$ cat src/rtl/fwd_pkg.sv
// Shared types and helpers for the operand-forwarding scoreboard.
package fwd_pkg;

    // Widest register address an entry can hold; narrower REG_W values are zero-extended.
    localparam int unsigned MAX_REG_W = 8;

    localparam int unsigned SEL_RF = 0;

    typedef struct packed {
        logic                 valid;
        logic                 regwrite;
        logic                 is_load;
        logic [MAX_REG_W-1:0] rd;
    } fwd_entry_t;

    function automatic int unsigned sel_w(input int unsigned depth);
        return (depth < 1) ? 1 : $clog2(depth + 1);
    endfunction

endpackage

$ cat src/rtl/fwd_src_match.sv
// Priority scan of the in-flight writers for one source operand: youngest match wins,
// and a load that has not yet reached LOAD_STAGE reports a hazard instead of a select.
module fwd_src_match
    import fwd_pkg::*;
#(
    parameter int unsigned REG_W      = 5,
    parameter int unsigned DEPTH      = 2,
    parameter int unsigned LOAD_STAGE = 2,
    parameter int unsigned SEL_W      = 2
) (
    input  fwd_entry_t [DEPTH-1:0] i_entries,
    input  logic       [REG_W-1:0] i_src,
    output logic       [SEL_W-1:0] o_sel,
    output logic                   o_hazard
);

    logic [MAX_REG_W-1:0] src_ext;
    logic                 found;

    assign src_ext = MAX_REG_W'(i_src);

    always_comb begin
        o_sel    = SEL_W'(SEL_RF);
        o_hazard = 1'b0;
        found    = 1'b0;
        for (int k = 0; k < int'(DEPTH); k++) begin
            if (!found && i_entries[k].valid && i_entries[k].regwrite &&
                (i_entries[k].rd != '0) && (i_entries[k].rd == src_ext)) begin
                found = 1'b1;
                // Index k holds stage k+1.
                if (i_entries[k].is_load && ((k + 1) < int'(LOAD_STAGE))) begin
                    o_hazard = 1'b1;
                end else begin
                    o_sel = SEL_W'(k + 1);
                end
            end
        end
    end

endmodule

$ cat src/rtl/forwarding_scoreboard.sv
// Operand-forwarding and load-use stall unit tracking DEPTH producer stages.
// Optional saturating statistics counters are built when FWD_STATS_EN is defined.
module forwarding_scoreboard
    import fwd_pkg::*;
#(
    parameter  int unsigned NUM_SRC    = 2,
    parameter  int unsigned REG_W      = 5,
    parameter  int unsigned DEPTH      = 2,
    parameter  int unsigned LOAD_STAGE = 2,
    parameter  int unsigned CNT_W      = 32,
    localparam int unsigned SEL_W      = sel_w(DEPTH)
) (
    input  logic                     i_clk,
    input  logic                     i_rst_n,
    input  logic                     i_advance,
    input  logic                     i_flush,
    input  logic                     i_cur_valid,
    input  logic                     i_cur_regwrite,
    input  logic                     i_cur_is_load,
    input  logic [REG_W-1:0]         i_cur_rd,
    input  logic [NUM_SRC*REG_W-1:0] i_cur_src,
    output logic [NUM_SRC*SEL_W-1:0] o_fwd_sel,
    output logic                     o_stall
`ifdef FWD_STATS_EN
    ,
    output logic [CNT_W-1:0]         o_stall_cnt,
    output logic [CNT_W-1:0]         o_fwd_cnt
`endif
);

    fwd_entry_t [DEPTH-1:0] entries_q;
    fwd_entry_t             cur_entry;
    fwd_entry_t             new_entry;
    logic [NUM_SRC-1:0]     hazard;

    for (genvar j = 0; j < NUM_SRC; j++) begin : g_src
        fwd_src_match #(
            .REG_W      (REG_W),
            .DEPTH      (DEPTH),
            .LOAD_STAGE (LOAD_STAGE),
            .SEL_W      (SEL_W)
        ) u_match (
            .i_entries (entries_q),
            .i_src     (i_cur_src[j*REG_W +: REG_W]),
            .o_sel     (o_fwd_sel[j*SEL_W +: SEL_W]),
            .o_hazard  (hazard[j])
        );
    end

    assign o_stall = i_cur_valid & (|hazard);

    always_comb begin
        cur_entry.valid    = i_cur_valid;
        cur_entry.regwrite = i_cur_regwrite;
        cur_entry.is_load  = i_cur_is_load;
        cur_entry.rd       = MAX_REG_W'(i_cur_rd);
        // A stalled or flushed instruction leaves a single invalid bubble behind.
        new_entry          = (o_stall | i_flush) ? '0 : cur_entry;
    end

    always_ff @(posedge i_clk or negedge i_rst_n) begin
        if (!i_rst_n) begin
            entries_q <= '0;
        end else if (i_advance) begin
            for (int k = int'(DEPTH) - 1; k > 0; k--) begin
                entries_q[k] <= entries_q[k-1];
            end
            entries_q[0] <= new_entry;
        end
    end

`ifdef FWD_STATS_EN
    logic [CNT_W-1:0] stall_cnt_q;
    logic [CNT_W-1:0] fwd_cnt_q;
    logic             stall_evt;
    logic             fwd_evt;

    // A flush on the same edge as a stall counts as a flush only.
    assign stall_evt = i_advance & o_stall & ~i_flush;
    assign fwd_evt   = i_advance & i_cur_valid & ~i_flush & ~o_stall & (|o_fwd_sel);

    always_ff @(posedge i_clk or negedge i_rst_n) begin
        if (!i_rst_n) begin
            stall_cnt_q <= '0;
            fwd_cnt_q   <= '0;
        end else begin
            if (stall_evt && (stall_cnt_q != '1)) begin
                stall_cnt_q <= stall_cnt_q + CNT_W'(1);
            end
            if (fwd_evt && (fwd_cnt_q != '1)) begin
                fwd_cnt_q <= fwd_cnt_q + CNT_W'(1);
            end
        end
    end

    assign o_stall_cnt = stall_cnt_q;
    assign o_fwd_cnt   = fwd_cnt_q;
`else
    logic unused_cnt_w;
    assign unused_cnt_w = ^CNT_W;
`endif

endmodule

$ cat config.mk
export PLATFORM = sky130hd
export DESIGN_NAME = forwarding_scoreboard
export DESIGN_NICKNAME = d
export VERILOG_FILES = /design/src/rtl/fwd_pkg.sv /design/src/rtl/fwd_src_match.sv /design/src/rtl/forwarding_scoreboard.sv
export SDC_FILE = /design/constraint.sdc
export NUM_CORES = 1
export LEC_CHECK = 0
export ABC_AREA = 1
export CORE_MARGIN = 2
export CORE_UTILIZATION = 51
export DETAILED_ROUTE_END_ITERATION = 10
export GPL_ROUTABILITY_DRIVEN = 0
export MAX_ROUTING_LAYER = met4
export PLACE_DENSITY = 0.79
export SETUP_SLACK_MARGIN = 0.5
export SLEW_MARGIN = 20
export SYNTH_ARGS = -nofsm -noshare
export SYNTH_HDL_FRONTEND = slang
export SYNTH_HIERARCHICAL = 1
export SYNTH_SLANG_ARGS = --single-unit
$ cat constraint.sdc
create_clock -name i_clk -period 2.1 [get_ports i_clk]
set_input_delay 0.63 -clock i_clk [delete_from_list [all_inputs] [get_ports i_clk]]
set_output_delay 0.63 -clock i_clk [all_outputs]
set_load 0.01 [all_outputs]
==> flow_metrics.py, run 1 <==
metrics = {
    "worst_setup_path": {
        "reg2reg_slack_ps": 280,
        "timing.critical_path.buf_inv": 4,
        "worstSetupEndpointType": "output pin",
        "timing.critical_path.arrival_ps": 1730,
        "timing_worst_setup_path_type": "reg2out",
        "critPathMaxFanout": 7,
        "cp_top_delay_family": "simple AND/OR/NAND/NOR gates",
        "worst_setup_path_start_kind": "flip-flop",
        "required_ps": 1470,
        "cp_common_cell": "sky130_fd_sc_hd__nand2_1",
        "path_cells": "inv_1, nand2_1, nand2_1, nor2_2, nand4_1, buf_4, nor2_4, o21ai_4, inv_2, buf_6",
        "crit_path_max_delay_cell_type": "sky130_fd_sc_hd__dfrtp_2",
        "crit_path_max_incr_delay_ps": 430,
    },
    "synth": {
        "synth_area_um2": 1284,
        "netlist_instances": 233,
        "synth_warnings": 6,
        "synth_area_per_cell_um2": 5.510,
    },
    "clock_tree": {
        "clk_latency_worst_skew_pair_ps": 290,
        "cts.root.buffer_cell": "sky130_fd_sc_hd__clkbuf_4",
        "cts_max_level": 1,
        "worst_setup_hold_path_clk_slew_ps": 100,
        "cts_tree": "built",
        "cts_buffers": 3,
        "cts_sinks": 15,
        "clock_tree.buffer_depth": 2,
        "postCtsHoldBufs": 0,
    },
    "detailed_routing": {
        "total_via_count_in_the_routed_design": 1611,
        "route.antenna.remaining_nets": 0,
        "detail_route.first_pass.iterations": 4,
        "post_drt_via_cell_ratio": 4.752,
        "dr.first_iter.drc_count": 18,
        "drt_drc_violations_left": 0,
        "postRouteWirelength_um": 3894,
        "routedWlPerCell_um": 11.49,
    },
    "layout": {
        "antennaDiodeCount": 0,
        "registers.top_by_ff_count": "entries_q",
        "seqCellArea_um2": 381.6,
        "filler_cell_count": 188,
        "area_growth_syn_to_layout_pct": 55.36,
        "area_taken_by_multi_input_logic_gates_um2": 857.1,
        "non_filler_instances": 339,
        "design.final.nets": 332,
        "largest_reg_flops": 15,
        "drive_above_1_share_pct": 35.60,
        "biggestRegsByFlops": "entries_q (15)",
    },
    "global_route": {
        "overflow": 0,
        "grt_max_degree": 16,
        "grt_antenna_before_repair": 0,
        "grt_first_pass_wirelength_um": 5402,
        "vias_in_the_first_global_route": 1420,
        "global_route.usage.total_pct": 26.00,
    },
    "sta": {
        "unrepaired_setup_endpoints_after_global_routing": "true",
        "clock-skew-final_ps": 12.62,
        "max_clock_freq_mhz": 424.3,
        "finalMaxSlewViolations": 0,
        "hold-worst-slack_ps": 511.8,
        "period_share_pct": 112.2,
        "fin_setup_tns_ps": -798.2,
        "setup_viol": 4,
        "layout_setup_ws_ps": -256.7,
        "finalHoldViolations": 0,
        "timing.final.crit_period_ps": 2357,
    },
    "die": {
        "std_cell_rows": 18,
        "boundaryPins": 27,
        "core-area_um2": 2432,
        "die_height_um": 54.17,
        "chipWidth_um": 54.17,
        "die_area_um2": 2934,
        "initial_utilization_pct": 52.78,
    },
    "placement": {
        "port-buffer-count": 26,
        "place_hpwl_um": 2448,
        "dp_slack_ps": -1060,
        "placed_instance_count": 326,
    },
    "status": {
        "run_status": "complete, but fails checks",
        "violations": "setup timing",
    },
    "hold_path": {
        "worst_hold_path_type": "reg2reg",
    },
    "pwr": {
        "vdd_ir_drop_max_mv": 0.4666,
        "power_per_cell_area_nw_per_um2": 403.0,
        "p_total_uw": 803.7,
        "total_leakage_power_nw": 1.166,
    },
    "flow_run": {
        "maxCapViolations": 0,
    },
}
==> worst paths after layout <==
kind / to / cells past startpoint / from
max reg2reg: entries_q[3] / 12 / entries_q[3]
max: o_stall / 10 / entries_q[3]
max in group asynchronous: entries_q[3] / 2 / i_rst_n
min reg2reg: entries_q[21] / 2 / entries_q[21]
min: entries_q[21] / 2 / entries_q[21]
min in group asynchronous: entries_q[12] / 2 / i_rst_n
==> where the power goes <==
group	internal (mW)	switching, mW	total [mW]	leakage (nW)
Clock	0.0709	0.0953	0.166	0.0177
Combinational	0.136	0.151	0.287	0.959
Sequential	0.315	0.0353	0.350	0.189
Total	0.522	0.282	0.804	1.17
==> layout by cell type, fill, tap and decap left out <==
cell type	count
sky130_fd_sc_hd__conb_1	14
sky130_fd_sc_hd__buf_6	6
sky130_fd_sc_hd__nand3_1	7
sky130_fd_sc_hd__nor2_2	12
sky130_fd_sc_hd__buf_2	10
sky130_fd_sc_hd__inv_2	14
sky130_fd_sc_hd__dfrtp_2	5
sky130_fd_sc_hd__nor2_1	17
sky130_fd_sc_hd__or3_1	2
sky130_fd_sc_hd__nand3_2	7
sky130_fd_sc_hd__o21ai_4	1
sky130_fd_sc_hd__clkinv_2	1
sky130_fd_sc_hd__nand3_4	1
sky130_fd_sc_hd__nand2_1	101
sky130_fd_sc_hd__inv_8	1
sky130_fd_sc_hd__nand4_1	3
sky130_fd_sc_hd__nor2_4	4
sky130_fd_sc_hd__a21oi_1	2
sky130_fd_sc_hd__nand2_2	8
sky130_fd_sc_hd__clkbuf_4	3
sky130_fd_sc_hd__buf_8	1
sky130_fd_sc_hd__dfrtp_1	10
sky130_fd_sc_hd__nand2_4	1
sky130_fd_sc_hd__inv_6	1
sky130_fd_sc_hd__inv_1	32
sky130_fd_sc_hd__clkdlybuf4s50_1	11
sky130_fd_sc_hd__buf_4	34
==> per-layer routing <==
metal	up-vias	wire length [um]	GRT usage [%]
met5	-	0	-
met4	0	138	12.92
met3	14	150	2.778
met2	52	2028	47.79
met1	731	1576	27.12
li1	814	-	-
==> what timing repair did <==
action                     in CTS  in global routing
pin swaps                      18                 24
resized for setup              74                 33
buffers inserted                5                  4
setup endpoints to repair      13                 13
==> metrics by stage <==
stage,cell area [um^2],util [%]
2_1_floorplan,1370,-
3_3_place_gp,1828,75.15
3_5_place_dp,1828,75.15
4_1_cts,1861,76.49
5_1_grt,1994,82.00
6_report,1994,82.00
==> worst reg2reg max path, cell delays in order, from the launching register on <==
cell                      delay, ps
sky130_fd_sc_hd__dfrtp_2        430
sky130_fd_sc_hd__inv_1           70
sky130_fd_sc_hd__nand2_1         60
sky130_fd_sc_hd__nand2_1         80
sky130_fd_sc_hd__nor2_2         110
sky130_fd_sc_hd__nand4_1        160
sky130_fd_sc_hd__buf_4          190
sky130_fd_sc_hd__nor2_4         120
sky130_fd_sc_hd__o21ai_4         70
sky130_fd_sc_hd__buf_4          140
sky130_fd_sc_hd__buf_8          140
sky130_fd_sc_hd__nand3_2         60
sky130_fd_sc_hd__nand2_1         70
==> layout make-up <==
type,count,area share (%)
Clock inverter,1,0.2509
Multi-Input combinational cell,180,42.97
Timing Repair Buffer,62,24.97
Tap cell,30,1.882
Sequential cell,15,19.13
Clock buffer,3,1.129
Inverter,48,9.661
Power figures use the tool's default switching activity.
==> inputs of run 2 (changes only) <==
- ABC_AREA: 1 -> 0
- CORE_UTILIZATION: 51 -> 49
- SKIP_CTS_REPAIR_TIMING: not set -> 1
==> run 2 against run 1 <==
The flow still finishes with violations (setup timing). Sequential share of layout area grew 2.3 points. Die area shrank 11%. First-iteration DRC count grew 39%. Area after synthesis fell by 15%. Largest cell class unchanged. Clock power is 2% lower. Highest routed layer unchanged. Sequential cell count is the same. Hold slack better by 70 ps. Largest power group unchanged.
==> flow_metrics.py, run 2 <==
metrics = {
    "hold_path": {
        "worst_hold_path_type": "reg2reg",
        "timing.hold.worst_path_depth": 1,
        "worstHoldStart": "entries_q[20]",
    },
    "synth": {
        "synth_warnings": 6,
        "synth_area_per_cell_um2": 10.59,
        "synth_area_um2": 1091,
        "netlist_instances": 103,
    },
    "detailed_routing": {
        "dr.first_iter.drc_count": 25,
        "total_via_count_in_the_routed_design": 1038,
        "route.antenna.remaining_nets": 0,
        "detail_route.first_pass.iterations": 4,
        "postRouteWirelength_um": 3093,
        "post_drt_via_cell_ratio": 5.296,
        "routedWlPerCell_um": 15.78,
        "drt_drc_violations_left": 0,
    },
    "status": {
        "run_status": "complete, but fails checks",
        "violations": "setup timing",
    },
    "worst_setup_path": {
        "timing_worst_setup_path_type": "in2out",
        "worstSetupEndpointType": "output pin",
        "critical_path.startpoint": "i_cur_src[8]",
        "worst_setup_path_start_kind": "input pin",
        "crit_path_max_incr_delay_ps": 390,
        "critPathMaxFanout": 2,
        "required_ps": 1470,
        "regToRegStartpoint": "entries_q[3]",
        "ff2ff_path_depth": 7,
        "path_cells": "dlymetal6s2s_1, xnor2_2, nand4_1, a2111oi_4, and2_1, o21a_1, buf_2",
        "crit_path_max_delay_cell_type": "sky130_fd_sc_hd__a2111oi_4",
        "timing.critical_path.arrival_ps": 1990,
    },
    "sta": {
        "maxSlewHeadroom_pct": 66.30,
        "layout_setup_ws_ps": -515.8,
        "fin_setup_tns_ps": -2388,
        "unrepaired_setup_endpoints_after_global_routing": "true",
        "finalHoldViolations": 0,
        "clock-skew-final_ps": 1.401,
        "timing_worst_slew_pin_value_ps": 503.9,
        "hold-worst-slack_ps": 581.7,
        "period_share_pct": 124.6,
        "timing.final.crit_period_ps": 2616,
        "finalMaxSlewViolations": 0,
        "setup_viol": 5,
        "max_clock_freq_mhz": 382.3,
    },
    "clock_tree": {
        "cts.root.buffer_cell": "sky130_fd_sc_hd__clkbuf_4",
        "worst_setup_hold_path_clk_slew_ps": 90,
        "cts_max_level": 1,
        "cts_buffers": 3,
        "cts_sinks": 15,
        "cts_tree": "built",
        "clk_latency_worst_skew_pair_ps": 280,
        "clock_tree.buffer_depth": 2,
    },
    "placement": {
        "port-buffer-count": 26,
        "placed_instance_count": 188,
        "place_hpwl_um": 2069,
    },
    "layout": {
        "antennaDiodeCount": 0,
        "final_common_cell": "sky130_fd_sc_hd__buf_4",
        "registers.top_by_ff_count": "entries_q",
        "final_cell_mix": "24 x sky130_fd_sc_hd__buf_4, 14 x sky130_fd_sc_hd__conb_1, 12 x sky130_fd_sc_hd__nand2_1, 12 x sky130_fd_sc_hd__xnor2_1",
        "design.final.nets": 191,
        "area_growth_syn_to_layout_pct": 62.84,
        "largest_reg_flops": 15,
        "non_filler_instances": 196,
        "biggestRegsByFlops": "entries_q (15)",
        "drive_above_1_share_pct": 40.48,
    },
    "die": {
        "core-area_um2": 2148,
        "initial_utilization_pct": 50.79,
        "die_height_um": 51.19,
        "std_cell_rows": 17,
        "chipWidth_um": 51.19,
        "boundaryPins": 27,
        "die_area_um2": 2620,
    },
    "pwr": {
        "netSwitchingFraction_pct": 30.85,
        "power_frac_seq_pct": 45.0,
        "total_leakage_power_nw": 0.8523,
        "power_per_cell_area_nw_per_um2": 456.9,
        "vdd_ir_drop_max_mv": 0.3759,
        "comb_power_share_pct": 35.0,
        "power.clock.fraction_pct": 20.0,
        "total_net_switching_power_uw": 250.4,
        "cell_internal_pwr_uw": 561.4,
    },
    "flow_run": {
        "maxCapViolations": 0,
    },
    "global_route": {
        "vias_in_the_first_global_route": 1014,
        "grt_max_degree": 24,
        "grt_antenna_before_repair": 0,
        "overflow": 0,
        "global_route.usage.total_pct": 24.28,
        "grt_first_pass_wirelength_um": 4471,
    },
}
run 2: cell types whose count changed in the layout (fill, tap and decap cells not counted), moves of 5 or more:
cell / before / now
sky130_fd_sc_hd__nand2_1: 101 / 12
sky130_fd_sc_hd__inv_1: 32 / 8
sky130_fd_sc_hd__nor2_1: 17 / 2
sky130_fd_sc_hd__inv_2: 14 / 0
sky130_fd_sc_hd__nor2_2: 12 / 0
sky130_fd_sc_hd__xnor2_1: 0 / 12
sky130_fd_sc_hd__dlymetal6s2s_1: 0 / 11
sky130_fd_sc_hd__buf_4: 34 / 24
sky130_fd_sc_hd__nand2_2: 8 / 0
sky130_fd_sc_hd__o32ai_2: 0 / 8
sky130_fd_sc_hd__nand3_2: 7 / 0
sky130_fd_sc_hd__buf_2: 10 / 4
sky130_fd_sc_hd__xnor2_2: 0 / 6
sky130_fd_sc_hd__buf_6: 6 / 1
run 2: power groups by stage:
stage               registers [mW]  clock network [mW]  logic (mW)
floorplan                    0.356                   0       0.132
global placement             0.363                   0       0.231
global route                 0.372               0.187       0.305
finish                       0.366               0.162       0.284
detailed placement           0.366                   0       0.239
CTS                          0.360               0.172       0.241
run 2: worst max-delay path: cells and delay by family:
family                    cells  cell delay, ps
AOI/OAI and AO/OA             2             530
xor gates and xnor gates      1             170
buffers and inverters         2             300
and+or+nand+nor               2             350
run 2: final timing paths:
| path | end | slack [ps] |
|---|---|---|
| worst min-delay path | entries_q[20] | 580 |
| max in group asynchronous | entries_q[3] | 1240 |
| min in group asynchronous | entries_q[11] | 660 |
| worst min register to register | entries_q[20] | 580 |
| worst max-delay path | o_stall | -520 |
| worst max register to register | entries_q[3] | 50 |
run 2: final cells by class:
cell class / count / area, um^2
multi-input combinational: 88 / 804.5
timing repair buffer: 53 / 499.2
sequential: 15 / 380.4
fill: 116 / 371.6
tap: 28 / 35.03
inverter: 8 / 30.03
clock buffer: 3 / 22.52
clock inverter: 1 / 5.005
run 2: routing by layer:
layer / vias to the layer above / share of wire, % / track usage (%)
met1: 521 / 41 / 29.35
met3: 6 / 3.3 / 4.386
met2: 28 / 53 / 38.74
met5: - / 0 / -
met4: 0 / 1.8 / 12.61
li1: 483 / - / -
run 2: through the flow:
step / util, % / power [mW] / instance area [um^2] / worst slack, ps
finish: 82.70 / 0.8118 / 1777 / -515.8
global route: 82.70 / 0.8635 / 1777 / -616.9
CTS: 75.07 / 0.7730 / 1613 / -1126
detailed placement: 73.79 / 0.6054 / 1585 / -1112
global placement: 73.79 / 0.5940 / 1585 / -1062
floorplan: - / 0.4879 / 1155 / -78.60
==> inputs of run 3 (changes only) <==
- MAX_ROUTING_LAYER: met4 -> not set
==> run 3 against run 2 <==
The flow still finishes with violations (setup timing). Sequential power hardly changed. First-iteration DRC count increased by 12%. Sequential cell count unchanged. Non-clock buffer count did not move. Die area unchanged. Cell count stayed put. Utilization did not move. Sequential share of layout area unchanged. Largest power group unchanged.
==> flow_metrics.py, run 3 (same netlist as run 2, synthesis figures left out) <==
metrics = {
    "sta": {
        "max_clock_freq_mhz": 383.4,
        "layout_setup_ws_ps": -507.9,
        "finalMaxSlewViolations": 0,
        "period_share_pct": 124.2,
        "timing.final.crit_period_ps": 2608,
        "finalHoldViolations": 0,
        "setup_viol": 5,
        "unrepaired_setup_endpoints_after_global_routing": "true",
        "clock-skew-final_ps": 2.623,
        "fin_setup_tns_ps": -2339,
        "timing_worst_slew_pin_value_ps": 505.1,
        "maxSlewHeadroom_pct": 66.22,
    },
    "pwr": {
        "p_total_uw": 810.6,
        "vdd_ir_drop_max_mv": 0.3759,
        "total_leakage_power_nw": 0.8523,
        "power_per_cell_area_nw_per_um2": 456.2,
    },
    "layout": {
        "non_filler_instances": 196,
        "design_area_um2": 1777,
        "registers.top_by_ff_count": "entries_q",
        "largest_reg_flops": 15,
        "area_growth_syn_to_layout_pct": 62.84,
        "filler_cell_count": 116,
        "biggestRegsByFlops": "entries_q (15)",
        "final_cell_mix": "24 x sky130_fd_sc_hd__buf_4, 14 x sky130_fd_sc_hd__conb_1, 12 x sky130_fd_sc_hd__nand2_1, 12 x sky130_fd_sc_hd__xnor2_1",
        "drive_above_1_share_pct": 40.48,
        "seqCellArea_um2": 380.4,
        "final_common_cell": "sky130_fd_sc_hd__buf_4",
        "antennaDiodeCount": 0,
        "area_taken_by_multi_input_logic_gates_um2": 804.5,
        "design.final.nets": 191,
    },
    "worst_setup_path": {
        "worst_setup_path_start_kind": "input pin",
        "regToRegStartpoint": "entries_q[3]",
        "critPathMaxFanout": 2,
        "ff2ff_path_depth": 7,
        "worstSetupEndpointType": "output pin",
        "timing.critical_path.arrival_ps": 1980,
        "reg2reg_slack_ps": 50,
        "timing_worst_setup_path_type": "in2out",
        "crit-reg2reg-capture": "entries_q[3]",
        "required_ps": 1470,
    },
    "clock_tree": {
        "cts_buffers": 3,
        "cts_sinks": 15,
        "cts_max_level": 1,
        "cts_tree": "built",
        "clock_tree.buffer_depth": 2,
        "worst_setup_hold_path_clk_slew_ps": 90,
        "clk_latency_worst_skew_pair_ps": 280,
        "cts.root.buffer_cell": "sky130_fd_sc_hd__clkbuf_4",
    },
    "global_route": {
        "global_route.usage.total_pct": 23.77,
        "grt_max_degree": 24,
        "grt_antenna_before_repair": 0,
        "overflow": 0,
        "vias_in_the_first_global_route": 1012,
        "grt_first_pass_wirelength_um": 4485,
    },
    "die": {
        "die_height_um": 51.19,
        "initial_utilization_pct": 50.79,
        "core-area_um2": 2148,
        "die_area_um2": 2620,
        "boundaryPins": 27,
        "std_cell_rows": 17,
        "chipWidth_um": 51.19,
    },
    "detailed_routing": {
        "wirelength_met1_um": 1252,
        "postRouteWirelength_um": 3092,
        "total_via_count_in_the_routed_design": 1032,
        "routedWlPerCell_um": 15.78,
        "drt_drc_violations_left": 0,
        "dr.first_iter.drc_count": 28,
        "wl_met3_um": 114,
        "route.antenna.remaining_nets": 0,
        "detail_route.first_pass.iterations": 4,
        "post_drt_via_cell_ratio": 5.265,
        "met2WireLength_um": 1671,
        "routed.top_layer": "met4",
    },
    "hold_path": {
        "worst_hold_path_type": "reg2reg",
        "hold_path_end": "entries_q[20]",
        "worstHoldStart": "entries_q[20]",
        "timing.hold.worst_path_depth": 1,
    },
    "flow_run": {
        "maxCapViolations": 0,
    },
    "status": {
        "violations": "setup timing",
        "run_status": "complete, but fails checks",
    },
    "placement": {
        "placed_area_um2": 1585,
        "place_hpwl_um": 2069,
        "placed_instance_count": 188,
        "port-buffer-count": 26,
    },
}
-- run 3: critical path, cell delays in order --
cell and delay, ps:
sky130_fd_sc_hd__dlymetal6s2s_1 170, sky130_fd_sc_hd__xnor2_2 160, sky130_fd_sc_hd__nand4_1 180, sky130_fd_sc_hd__a2111oi_4 370, sky130_fd_sc_hd__and2_1 170, sky130_fd_sc_hd__o21a_1 150, sky130_fd_sc_hd__buf_2 140
-- run 3: area by class of cell --
| class | instances | share of cell area (%) |
|---|---|---|
| repair buffers | 53 | 28.10 |
| clock inverters | 1 | 0.2817 |
| clock buffers | 3 | 1.268 |
| well taps | 28 | 1.972 |
| flip-flops and latches | 15 | 21.41 |
| inverters | 8 | 1.690 |
| multi-input cells | 88 | 45.28 |
-- run 3: worst max-delay path by stage --
stage / to / slack, ps / start / cells after the start
6_report: o_stall / -510 / i_cur_src[3] / 7
5_1_grt: o_fwd_sel[1] / -620 / entries_q[1] / 6
4_1_cts: o_stall / -1130 / i_cur_src[6] / 7
3_5_place_dp: o_stall / -1110 / i_cur_src[8] / 7
3_3_place_gp: o_stall / -1060 / i_cur_src[1] / 7
2_1_floorplan: o_stall / -80 / i_cur_src[4] / 6
-- run 3: routing by layer --
layer / up-vias / track usage [%]
met3: 6 / 4.386
met5: - / 0
met4: 0 / 12.61
met2: 31 / 38.74
met1: 513 / 29.72
li1: 482 / -
-- run 3: per-stage QoR --
step           hold slack (ps)  setup slack, ps  util [%]
2_1_floorplan            334.4           -78.60         -
3_3_place_gp             516.1            -1062     73.79
3_5_place_dp             561.4            -1112     73.79
4_1_cts                  584.3            -1126     75.07
5_1_grt                  622.6           -616.9     82.70
6_report                 582.9           -507.9     82.70
-- run 3: where the power goes --
part	internal, mW	switching [mW]	total (mW)
sequential	0.317	0.0479	0.365
clock	0.0705	0.0905	0.161
combinational	0.173	0.111	0.284
==> edit, RTL diff (settings of run 1) <==
`REG_W` is set to 5 in 2 places; all go to 6.
--- a/src/rtl/fwd_src_match.sv
+++ b/src/rtl/fwd_src_match.sv
@@ -3,7 +3,7 @@
 module fwd_src_match
     import fwd_pkg::*;
 #(
-    parameter int unsigned REG_W      = 5,
+    parameter int unsigned REG_W      = 6,
     parameter int unsigned DEPTH      = 2,
     parameter int unsigned LOAD_STAGE = 2,
     parameter int unsigned SEL_W      = 2
--- a/src/rtl/forwarding_scoreboard.sv
+++ b/src/rtl/forwarding_scoreboard.sv
@@ -4,7 +4,7 @@
     import fwd_pkg::*;
 #(
     parameter  int unsigned NUM_SRC    = 2,
-    parameter  int unsigned REG_W      = 5,
+    parameter  int unsigned REG_W      = 6,
     parameter  int unsigned DEPTH      = 2,
     parameter  int unsigned LOAD_STAGE = 2,
     parameter  int unsigned CNT_W      = 32,
Interface: changed (resized i_cur_rd and i_cur_src); port bits go from 27 to 30. The function was not compared with the original's and may differ.
==> edit against run 1 <==
The flow still finishes with violations (negative setup slack). Final area up 4.1%. Setup slack better by 0.080 ns. Global-route usage down 3.1 points. Register-to-register slack better by 0.23 ns. Sequential cell count up 2. Synthesized area up 7.9%. Wire length down 6.5%. Power up 12%. Non-clock buffer count down 7. Critical endpoint is now o_fwd_sel[0].
==> edit: results (changes against run 1) <==
- Reg2reg path depth: 10 (-2)
- Iter 0 DRT Violations: 78 (+60)
- First-pass GRT wire length: 5640 microns (+4.5%)
- Final TNS setup: -0.780 ns (+0.0177 ns)
- Post-CTS repair timing setup buffer count: 4 (-1)
- WHS Path Cells: 2 (unchanged)
- Startpoint Class: register
- Finish-stage setup viols: 5 (+1)
- RR Endpoint: entries_q[8]
- VDD IR max: 539 uV (+16%)
- Synthesized instance count: 231 (-0.86%)
- Placement-stage cell area: 1960 sq um (+7.0%)
- Total GRT Usage: 22.9% (-3.1 points)
- Largest net degree at the start of global routing: 19 (+3)
- Port buffer count: 29 (+12%)
- Worst skew pair latency: 0.29 ns (about the same)
- Hold Crit Class: register to register
- FF-to-FF setup slack: 0.51 ns (+0.23 ns)
- Initial antenna violation count: 0 (unchanged)
- Max Root-Sink Buffers: 2 (unchanged)
- Pint: 583 uW (+12%)
- Vias in the first global route: 1278 (-10%)
- Final WS setup: -0.177 ns (+0.0798 ns)
- CTS H-tree depth: 1 (unchanged)
- Total wire length after detailed routing: 3640 microns (-6.5%)
- Setup crit start: entries_q[10]
- CP endpoint: o_fwd_sel[0]
- Vias per cell: 4.69 (-1.3%)
- Post_cts resized: 74 (unchanged)
- Crit path arrival time: 1.65 ns (-0.08 ns)
- Worst-path maximum fanout: 4 (-3)
- CTS root buffer: clkbuf_4
- Ant. Diodes: 0 (unchanged)
- Fin nets: 320 (-3.6%)
- Run status: complete, but fails checks
- Place WS: -0.998 ns (+0.0618 ns)
- Total CTS buffers: 3 (unchanged)
- Layout cells sized above 1: 32.3% (-3.3 points)
- Failing checks: negative setup slack
- Top Registers: entries_q: 17 flops
- Fillers: 191 (+1.6%)
- Static Leak: 1.16 nW (-0.49%)
- Via count: 1519 (-5.7%)
- Dpl hpwl: 2550 microns (+4.2%)
- Inst Count DP: 314 (-3.7%)
- Ys Warns: 6 (unchanged)
- Clock-pin slew on the worst setup and hold paths: roughly 0.11 ns
- Setup Skew: 0.0165 ns (+0.00385 ns)
- TritonRoute pass-1 iters: 4 (unchanged)
edit: power by group through the flow:
stage | Sequential [mW] | Combinational [mW] | Clock, mW
2_1_floorplan | 0.400 | 0.167 | 0
3_3_place_gp | 0.407 | 0.277 | 0
3_5_place_dp | 0.409 | 0.283 | 0
4_1_cts | 0.404 | 0.286 | 0.174
5_1_grt | 0.414 | 0.349 | 0.192
6_report | 0.408 | 0.317 | 0.176
edit: per-layer routing:
layer / share of wire [%] / global-route usage, % / up-vias / routed length (microns)
li1: - / - / 802 / -
met1: 44 / 30.8 / 673 / 1590
met2: 52 / 39.2 / 42 / 1890
met3: 3.9 / 1.40 / 2 / 142
met4: 0.47 / 3.06 / 0 / 17
met5: 0 / - / - / 0
edit: cell type report:
| type | count | area, sq um | share of cell area [%] |
|---|---|---|---|
| Clock inverter | 1 | 5.00 | 0.241 |
| Timing Repair Buffer | 55 | 440 | 21.2 |
| Clock buffer | 3 | 22.5 | 1.08 |
| Sequential cell | 17 | 433 | 20.8 |
| Multi-Input combinational cell | 175 | 965 | 46.4 |
| Inverter | 43 | 174 | 8.37 |
| Tap cell | 30 | 37.5 | 1.81 |
edit: worst max-delay path, stage by stage (launching register included):
cell and delay (ns):
dfrtp_1 0.43, nand2_1 0.10, inv_1 0.06, nand2_1 0.06, nor2_2 0.13, nand3_4 0.11, buf_6 0.14, nor3_2 0.14
buf_2 0.16
edit: worst min path at each step:
stage                          endpoint  slack [ns]     startpoint
after floorplan            entries_q[0]        0.33        i_rst_n
after global placement    entries_q[21]        0.48  entries_q[21]
after detailed placement  entries_q[21]        0.50  entries_q[21]
after CTS                 entries_q[21]        0.53  entries_q[21]
after global routing      entries_q[21]        0.60  entries_q[21]
final                     entries_q[21]        0.53  entries_q[21]
